[config.mk]
export PLATFORM = sky130hd
export DESIGN_NAME = multicycle_main_control_flat
export DESIGN_NICKNAME = d
export VERILOG_FILES = /design/src/rtl/multicycle_main_control_pkg.sv /design/src/rtl/multicycle_main_control_if.sv /design/src/rtl/multicycle_main_control.sv /design/src/flat_wrapper.sv
export SDC_FILE = /design/constraint.sdc
export NUM_CORES = 1
export LEC_CHECK = 0
export CAP_MARGIN = 20
export CORE_MARGIN = 5
export CORE_UTILIZATION = 35
export DETAILED_ROUTE_END_ITERATION = 10
export MAX_ROUTING_LAYER = met4
export PLACE_DENSITY = 0.79
export RECOVER_POWER = 25
export SLEW_MARGIN = 0
export SYNTH_ARGS = -nofsm -noshare
export SYNTH_HDL_FRONTEND = slang
export SYNTH_SLANG_ARGS = --single-unit
[constraint.sdc]
create_clock -name clk -period 1.3 [get_ports clk]
set_input_delay 0.195 -clock clk [delete_from_list [all_inputs] [get_ports clk]]
set_output_delay 0.195 -clock clk [all_outputs]
set_load 0.03 [all_outputs]
[src/rtl/multicycle_main_control_pkg.sv]
// Shared encodings for the multicycle MIPS-32 main control FSM and its neighbours
// (the ALU control decoder imports the ALUOp constants from here).
package multicycle_main_control_pkg;

  localparam int OPW_DEFAULT = 6;
  localparam int SW_DEFAULT  = 4;

  localparam logic [5:0] OP_RTYPE = 6'b000000;
  localparam logic [5:0] OP_LW    = 6'b100011;
  localparam logic [5:0] OP_SW    = 6'b101011;
  localparam logic [5:0] OP_BEQ   = 6'b000100;
  localparam logic [5:0] OP_J     = 6'b000010;
  localparam logic [5:0] OP_ADDI  = 6'b001000;

  localparam logic [1:0] ALUOP_ADD   = 2'b00;
  localparam logic [1:0] ALUOP_SUB   = 2'b01;
  localparam logic [1:0] ALUOP_FUNCT = 2'b10;

  localparam logic [1:0] SRCB_REGB     = 2'b00;
  localparam logic [1:0] SRCB_FOUR     = 2'b01;
  localparam logic [1:0] SRCB_IMM      = 2'b10;
  localparam logic [1:0] SRCB_IMM_SHL2 = 2'b11;

  localparam logic [1:0] PCSRC_ALU    = 2'b00;
  localparam logic [1:0] PCSRC_ALUOUT = 2'b01;
  localparam logic [1:0] PCSRC_JUMP   = 2'b10;

  typedef enum logic [3:0] {
    S_FETCH     = 4'd0,
    S_DECODE    = 4'd1,
    S_MEM_ADDR  = 4'd2,
    S_MEM_READ  = 4'd3,
    S_MEM_WB    = 4'd4,
    S_MEM_WRITE = 4'd5,
    S_EXECUTE   = 4'd6,
    S_R_WB      = 4'd7,
    S_BRANCH    = 4'd8,
    S_JUMP      = 4'd9,
    S_ADDI_EXEC = 4'd10,
    S_ADDI_WB   = 4'd11
  } state_t;

  typedef struct packed {
    logic       pc_write;
    logic       pc_write_cond;
    logic       iord;
    logic       mem_read;
    logic       mem_write;
    logic       ir_write;
    logic       mem_to_reg;
    logic       reg_dst;
    logic       reg_write;
    logic       alu_src_a;
    logic [1:0] alu_src_b;
    logic [1:0] alu_op;
    logic [1:0] pc_source;
  } ctrl_t;

endpackage

[src/rtl/multicycle_main_control_if.sv]
// Control-to-datapath bundle: opcode and memory handshake in, strobes and selects out.
interface multicycle_main_control_if #(
  parameter int OPW = 6,
  parameter int SW  = 4
);
  // Handshake: a memory access is requested by MemRead/MemWrite and completes in
  // the cycle mem_ready is high; the strobe stays asserted until that cycle.
  logic [OPW-1:0] opcode;
  logic           mem_ready;

  logic           PCWrite;
  logic           PCWriteCond;
  logic           IorD;
  logic           MemRead;
  logic           MemWrite;
  logic           IRWrite;
  logic           MemtoReg;
  logic           RegDst;
  logic           RegWrite;
  logic           ALUSrcA;
  logic [1:0]     ALUSrcB;
  logic [1:0]     ALUOp;
  logic [1:0]     PCSource;
  logic           illegal_op;
  logic [SW-1:0]  state;

  modport master (
    input  opcode, mem_ready,
    output PCWrite, PCWriteCond, IorD, MemRead, MemWrite, IRWrite,
           MemtoReg, RegDst, RegWrite, ALUSrcA, ALUSrcB, ALUOp, PCSource,
           illegal_op, state
  );

  modport slave (
    output opcode, mem_ready,
    input  PCWrite, PCWriteCond, IorD, MemRead, MemWrite, IRWrite,
           MemtoReg, RegDst, RegWrite, ALUSrcA, ALUSrcB, ALUOp, PCSource,
           illegal_op, state
  );
endinterface

[src/rtl/multicycle_main_control.sv]
// Main control FSM of the multicycle MIPS-32 datapath: one state per clock,
// Moore outputs except the FETCH IR/PC loads, which wait for the memory.
module multicycle_main_control
  import multicycle_main_control_pkg::*;
#(
  parameter int OPW = OPW_DEFAULT,
  parameter int SW  = SW_DEFAULT
) (
  input  logic                      clk,
  input  logic                      reset,
  multicycle_main_control_if.master bus
);

  state_t         state_q;
  logic           illegal_q;
  logic [OPW-1:0] op;
  ctrl_t          ctrl;
  ctrl_t          ctrl_o;

  assign op = bus.opcode;

  always_ff @(posedge clk) begin
    if (reset) begin
      state_q   <= S_FETCH;
      illegal_q <= 1'b0;
    end else begin
      illegal_q <= 1'b0;
      case (state_q)
        S_FETCH:     if (bus.mem_ready) state_q <= S_DECODE;
        S_DECODE: begin
          case (op)
            OP_RTYPE:     state_q <= S_EXECUTE;
            OP_LW, OP_SW: state_q <= S_MEM_ADDR;
            OP_BEQ:       state_q <= S_BRANCH;
            OP_J:         state_q <= S_JUMP;
            OP_ADDI:      state_q <= S_ADDI_EXEC;
            default: begin
              state_q   <= S_FETCH;
              illegal_q <= 1'b1;
            end
          endcase
        end
        // IR is stable since FETCH, so this second opcode sample matches DECODE's.
        S_MEM_ADDR: begin
          if (op == OP_LW)      state_q <= S_MEM_READ;
          else if (op == OP_SW) state_q <= S_MEM_WRITE;
          else                  state_q <= S_FETCH;
        end
        S_MEM_READ:  if (bus.mem_ready) state_q <= S_MEM_WB;
        S_MEM_WRITE: if (bus.mem_ready) state_q <= S_FETCH;
        S_EXECUTE:   state_q <= S_R_WB;
        S_ADDI_EXEC: state_q <= S_ADDI_WB;
        S_MEM_WB, S_R_WB, S_BRANCH, S_JUMP, S_ADDI_WB:
                     state_q <= S_FETCH;
        default:     state_q <= S_FETCH;
      endcase
    end
  end

  always_comb begin
    ctrl = '0;
    case (state_q)
      S_FETCH: begin
        ctrl.mem_read  = 1'b1;
        ctrl.iord      = 1'b0;
        ctrl.alu_src_a = 1'b0;
        ctrl.alu_src_b = SRCB_FOUR;
        ctrl.alu_op    = ALUOP_ADD;
        ctrl.pc_source = PCSRC_ALU;
        ctrl.ir_write  = bus.mem_ready;
        ctrl.pc_write  = bus.mem_ready;
      end
      S_DECODE: begin
        ctrl.alu_src_a = 1'b0;
        ctrl.alu_src_b = SRCB_IMM_SHL2;
        ctrl.alu_op    = ALUOP_ADD;
      end
      S_MEM_ADDR, S_ADDI_EXEC: begin
        ctrl.alu_src_a = 1'b1;
        ctrl.alu_src_b = SRCB_IMM;
        ctrl.alu_op    = ALUOP_ADD;
      end
      S_MEM_READ: begin
        ctrl.mem_read = 1'b1;
        ctrl.iord     = 1'b1;
      end
      S_MEM_WB: begin
        ctrl.reg_write  = 1'b1;
        ctrl.reg_dst    = 1'b0;
        ctrl.mem_to_reg = 1'b1;
      end
      S_MEM_WRITE: begin
        ctrl.mem_write = 1'b1;
        ctrl.iord      = 1'b1;
      end
      S_EXECUTE: begin
        ctrl.alu_src_a = 1'b1;
        ctrl.alu_src_b = SRCB_REGB;
        ctrl.alu_op    = ALUOP_FUNCT;
      end
      S_R_WB: begin
        ctrl.reg_write  = 1'b1;
        ctrl.reg_dst    = 1'b1;
        ctrl.mem_to_reg = 1'b0;
      end
      S_BRANCH: begin
        ctrl.alu_src_a     = 1'b1;
        ctrl.alu_src_b     = SRCB_REGB;
        ctrl.alu_op        = ALUOP_SUB;
        ctrl.pc_write_cond = 1'b1;
        ctrl.pc_source     = PCSRC_ALUOUT;
      end
      S_JUMP: begin
        ctrl.pc_write  = 1'b1;
        ctrl.pc_source = PCSRC_JUMP;
      end
      S_ADDI_WB: begin
        ctrl.reg_write  = 1'b1;
        ctrl.reg_dst    = 1'b0;
        ctrl.mem_to_reg = 1'b0;
      end
      default: ctrl = '0;
    endcase
  end

  // Reset kills every strobe in the same cycle, including a write already in flight.
  assign ctrl_o = reset ? '0 : ctrl;

  assign bus.PCWrite     = ctrl_o.pc_write;
  assign bus.PCWriteCond = ctrl_o.pc_write_cond;
  assign bus.IorD        = ctrl_o.iord;
  assign bus.MemRead     = ctrl_o.mem_read;
  assign bus.MemWrite    = ctrl_o.mem_write;
  assign bus.IRWrite     = ctrl_o.ir_write;
  assign bus.MemtoReg    = ctrl_o.mem_to_reg;
  assign bus.RegDst      = ctrl_o.reg_dst;
  assign bus.RegWrite    = ctrl_o.reg_write;
  assign bus.ALUSrcA     = ctrl_o.alu_src_a;
  assign bus.ALUSrcB     = ctrl_o.alu_src_b;
  assign bus.ALUOp       = ctrl_o.alu_op;
  assign bus.PCSource    = ctrl_o.pc_source;
  assign bus.illegal_op  = illegal_q & ~reset;
  assign bus.state       = reset ? '0 : SW'(state_q);

endmodule
[src/flat_wrapper.sv]
// flat-port wrapper written by rule: the top's interface ports become plain ports
module multicycle_main_control_flat import multicycle_main_control_pkg::*;
#(
  parameter int OPW = OPW_DEFAULT,
  parameter int SW  = SW_DEFAULT
)
  (clk, reset, bus_opcode, bus_mem_ready, bus_PCWrite, bus_PCWriteCond, bus_IorD, bus_MemRead, bus_MemWrite, bus_IRWrite, bus_MemtoReg, bus_RegDst, bus_RegWrite, bus_ALUSrcA, bus_ALUSrcB, bus_ALUOp, bus_PCSource, bus_illegal_op, bus_state);
  multicycle_main_control_if #(.OPW(OPW), .SW(SW)) bus_i ();
  input  logic clk;
  input  logic reset;
  input wire logic [$bits(bus_i.opcode)-1:0] bus_opcode;
  input wire logic [$bits(bus_i.mem_ready)-1:0] bus_mem_ready;
  output wire logic [$bits(bus_i.PCWrite)-1:0] bus_PCWrite;
  output wire logic [$bits(bus_i.PCWriteCond)-1:0] bus_PCWriteCond;
  output wire logic [$bits(bus_i.IorD)-1:0] bus_IorD;
  output wire logic [$bits(bus_i.MemRead)-1:0] bus_MemRead;
  output wire logic [$bits(bus_i.MemWrite)-1:0] bus_MemWrite;
  output wire logic [$bits(bus_i.IRWrite)-1:0] bus_IRWrite;
  output wire logic [$bits(bus_i.MemtoReg)-1:0] bus_MemtoReg;
  output wire logic [$bits(bus_i.RegDst)-1:0] bus_RegDst;
  output wire logic [$bits(bus_i.RegWrite)-1:0] bus_RegWrite;
  output wire logic [$bits(bus_i.ALUSrcA)-1:0] bus_ALUSrcA;
  output wire logic [$bits(bus_i.ALUSrcB)-1:0] bus_ALUSrcB;
  output wire logic [$bits(bus_i.ALUOp)-1:0] bus_ALUOp;
  output wire logic [$bits(bus_i.PCSource)-1:0] bus_PCSource;
  output wire logic [$bits(bus_i.illegal_op)-1:0] bus_illegal_op;
  output wire logic [$bits(bus_i.state)-1:0] bus_state;
  assign bus_i.opcode = bus_opcode;
  assign bus_i.mem_ready = bus_mem_ready;
  assign bus_PCWrite = bus_i.PCWrite;
  assign bus_PCWriteCond = bus_i.PCWriteCond;
  assign bus_IorD = bus_i.IorD;
  assign bus_MemRead = bus_i.MemRead;
  assign bus_MemWrite = bus_i.MemWrite;
  assign bus_IRWrite = bus_i.IRWrite;
  assign bus_MemtoReg = bus_i.MemtoReg;
  assign bus_RegDst = bus_i.RegDst;
  assign bus_RegWrite = bus_i.RegWrite;
  assign bus_ALUSrcA = bus_i.ALUSrcA;
  assign bus_ALUSrcB = bus_i.ALUSrcB;
  assign bus_ALUOp = bus_i.ALUOp;
  assign bus_PCSource = bus_i.PCSource;
  assign bus_illegal_op = bus_i.illegal_op;
  assign bus_state = bus_i.state;
  multicycle_main_control #(.OPW(OPW), .SW(SW)) u_core (.clk(clk), .reset(reset), .bus(bus_i));
endmodule
==> impl_metrics.yaml, run 1 <==
status:
  outcome: "stopped before the end"
  lastStage: "clock tree synthesis"
  stop_error: "[ERROR DPL-0038] Utilization greater than 100%, impossible to legalize"
logic_synthesis:
  syn_nets: 97
  ys.flop_type: "dfxtp_1"
  ys_warn_count: 0
  synth.avg_cell_area_um2: 7.24
  synth-seq-area-share: 0.157
  ys_ff_latch: 5
  synthArstFlopShare: 0
  synth_edf_count: 0
  syn-cell-area_um2: 637
  yosysUniqueCellTypes: 40
  synth_cells: 88
floorplanning:
  ios: 30
  num_rows: 15
  die_w_um: 52.7
  start_util: 0.369
  die_h_um: 52.7
placed_design:
  port_buffers: 29
  placed_area_um2: 1240
  place_congestion: 0.845
  dp.cells: 163
  dpl.hpwl_um: 1790
clocking:
  cts_root_buf: "clkbuf_4"
  cts_buffer_depth: 2
  cts.hold.buffers_added: 0
  cts_made_buffers: 3
  cts_setup_buffers: 27
  htreeDepth: 1
  post_cts_resized: 81
  cts.sinks: 5
## cell usage after synthesis, types with 2 or more instances
library cell / instances / share of area
a32oi_1: 3 / 0.041
nand2b_1: 4 / 0.039
o21ai_0: 2 / 0.016
inv_1: 3 / 0.018
xnor2_1: 2 / 0.028
nor2_1: 9 / 0.053
xor2_1: 2 / 0.028
nor4_1: 2 / 0.020
a21oi_1: 3 / 0.024
nand2_1: 4 / 0.024
nor3b_1: 2 / 0.024
dfxtp_1: 5 / 0.16
nor3_1: 7 / 0.055
buf_2: 5 / 0.039
o22ai_2: 2 / 0.039
or2_1: 3 / 0.029
nor2b_1: 7 / 0.069
## metrics by stage
stage,util,worst slack (ns)
2_1_floorplan,-,-0.340
3_3_place_gp,0.717,-0.909
3_5_place_dp,0.717,-0.960
## cell families after synthesis
group / synth area share
flops: 0.157
xor+xnor: 0.0550
simple gates: 0.434
buf+inv: 0.0884
compound gates: 0.265
==> inputs of run 2 (changes only) <==
Settings changed: CORE_AREA set to 5 5 66 68, CORE_MARGIN 5 to unset, CORE_UTILIZATION 35 to unset, DIE_AREA set to 0 0 71 73, MAX_ROUTING_LAYER met4 to unset, PLACE_DENSITY 0.79 to unset, PLACE_DENSITY_LB_ADDON set to 0.15.
==> run 2 against run 1 <==
  * Synthesized cell count unchanged
  * The flow now finishes, with violations (setup timing)
  * Area after synthesis unchanged
==> impl_metrics.yaml, run 2 <==
global_route:
  first_global_vias: 971
  grt_use_met3: 0.0248
  grt_pass1_wl_um: 4540
  antenna_found_initial: 0
  use_met1: 0.117
  gr-usage-all-layers: 0.112
  busiest_layer: "met2"
  grtUsageMet2: 0.221
  grt_max_degree: 9
  grt_overflow: 0
critical_path:
  cp-start-kind: "register"
  crit_chain: "buf_4 > nor4_4 > and3b_2 > or2_4 > buf_6"
  worstSetupPathType: "register to primary output"
  crit_path_end_kind: "primary output"
  cp.required_ns: 1.11
  crit_fanout: 3
  worstPathArrival_ns: 1.41
  max_stage_delay_ns: 0.35
  r2r_slack_ns: -0.02
  cpMaxStageDelayCell: "dfxtp_4"
drt:
  drtPass1Iterations: 3
  vias_per_cell: 4.48
  drt_iter0_drc: 29
  wl_per_cell_um: 14.4
  route.detailed.drc: 0
  vias: 990
  ant_nets: 0
  wl_um: 3190
logic_synthesis:
  synth-seq-area-share: 0.157
  synth.avg_cell_area_um2: 7.24
  ys_ff_latch: 5
  ys_warn_count: 0
  synth_cells: 88
  post-synth-top-count-cell: "nor2_1"
  synthArstFlopShare: 0
  ys.flop_type: "dfxtp_1"
  synth.top_cell.area_share: 0.157
  syn-cell-area_um2: 637
  synth_common_cells: "nor2_1 (9), nor2b_1 (7), nor3_1 (7)"
  synth_edf_count: 0
  synth.area.top_cells: "dfxtp_1 (16%), nor2b_1 (6.9%), nor3_1 (5.5%), nor2_1 (5.3%), a32oi_1 (4.1%)"
  yosysUniqueCellTypes: 40
  yosysTopAreaCell: "dfxtp_1"
  syn_nets: 97
status:
  violations: "setup timing"
  outcome: "finished, violations left"
cells_and_area:
  drive_gt1_frac: 0.813
  areaGrowthSynthToFinish_pct: 206
  antenna_cells: 0
  largest_registers: "u_core.state_q: 4 flops, u_core.illegal_q: 1 flops"
  largest_register: "u_core.state_q"
  most-common-layout-cells: "buf_6 (37), buf_4 (35), nor3_4 (6)"
  final_common_cell: "buf_6"
  final_cells: 221
  largest_register_ffs: 4
  num-nets-final: 181
floorplanning:
  start_util: 0.168
  dieArea_um2: 5180
  ios: 30
  num_rows: 23
  core_area_um2: 3800
  die_h_um: 73
  die_w_um: 71
placed_design:
  port_buffers: 29
  place_congestion: 0.816
  preCtsSetupSlack_ns: -0.944
  dp.cells: 186
  dpl.hpwl_um: 1990
timing:
  worst_slack_ns: -0.302
  period_needed_ns: 1.60
  worst_pin_slew_ns: 0.329
  worst_hold_slack_ns: 0.578
  final.setup.tns_ns: -3.68
  finClkSkew_ns: 0.00169
  slew_viol_final: 0
  slew-limit-headroom: 0.780
  fmax_ghz: 0.624
  rsz0062_at_grt: "yes"
  hold_violations: 0
  fin_crit_sh: 1.23
  setup_viol: 22
power_and_ir_drop:
  powerDensity_nw_per_um2: 489
  irDropWorstVdd_uv: 278
  power.leakage_uw: 0.000819
  totalPowerFinal_uw: 953
clocking:
  clk_latency_ns: 0.23
  cts_root_buf: "clkbuf_8"
  path_clk_slew_ns: 0.04
  htreeDepth: 1
  cts_buffer_depth: 2
  cts_made_buffers: 3
  cts_tree: "done"
  cts.sinks: 5
flow_run:
  maxCapViolCount: 0
min_path:
  min_path_type: "input pin to register"
==> run 2: cell counts after synthesis <==
No cell type changed its count.
==> run 2: power by group <==
part           internal [uW]  switching [uW]  total [uW]
Sequential               157            4.63         162
Clock                    212            88.0         300
Combinational            262             229         492
==> run 2: cell families after synthesis <==
logic type	count (synthesis)	synth area share
xor+xnor	4	0.0550
compound gates	20	0.265
buf+inv	12	0.0884
flops	5	0.157
simple gates	47	0.434
==> run 2: cell type report <==
cell class | instances | area [um^2]
fillers | 358 | 1850
clock buffers | 4 | 45.0
well taps | 50 | 62.6
inverters | 4 | 20.0
multi-input cells | 71 | 815
flip-flops and latches | 5 | 113
repair buffers | 87 | 896
==> run 2: per-stage QoR <==
stage / cell area, um^2 / utilization
floorplan: 800 / -
global placement: 1280 / 0.337
detailed placement: 1280 / 0.337
CTS: 1700 / 0.449
global route: 1950 / 0.514
finish: 1950 / 0.514
==> run 2: critical path: cells and delay by family, from the launching register on <==
family | cells | cell delay (ns)
flops | 1 | 0.35
buf+inv | 2 | 0.26
simple gates | 3 | 0.57
==> run 2: per-layer routing <==
metal | vias to the layer above | share of wire | wire length, um
met5 | - | 0 | 0
met4 | 0 | 0.012 | 39
met3 | 4 | 0.048 | 153
met2 | 22 | 0.56 | 1790
met1 | 479 | 0.38 | 1210
li1 | 485 | - | -
==> run 2: final timing paths <==
check / endpoint / cells past startpoint / start
setup / recovery: bus_PCWrite / 5 / u_core.state_q[3]
hold / removal: u_core.state_q[1] / 4 / reset
setup reg to reg: u_core.state_q[1] / 6 / u_core.state_q[2]
hold reg to reg: u_core.illegal_q / 4 / u_core.state_q[0]
==> run 2: repair_timing <==
item                                    4_1_cts  5_1_grt
endpoints found under the setup margin       25       23
hold buffers                                  0        0
pin swaps                                     9       20
gates cloned                                  1        0
gates resized for setup                      62       46
buffers inserted                             25        8
No activity file was read; power rests on OpenSTA's default activity.
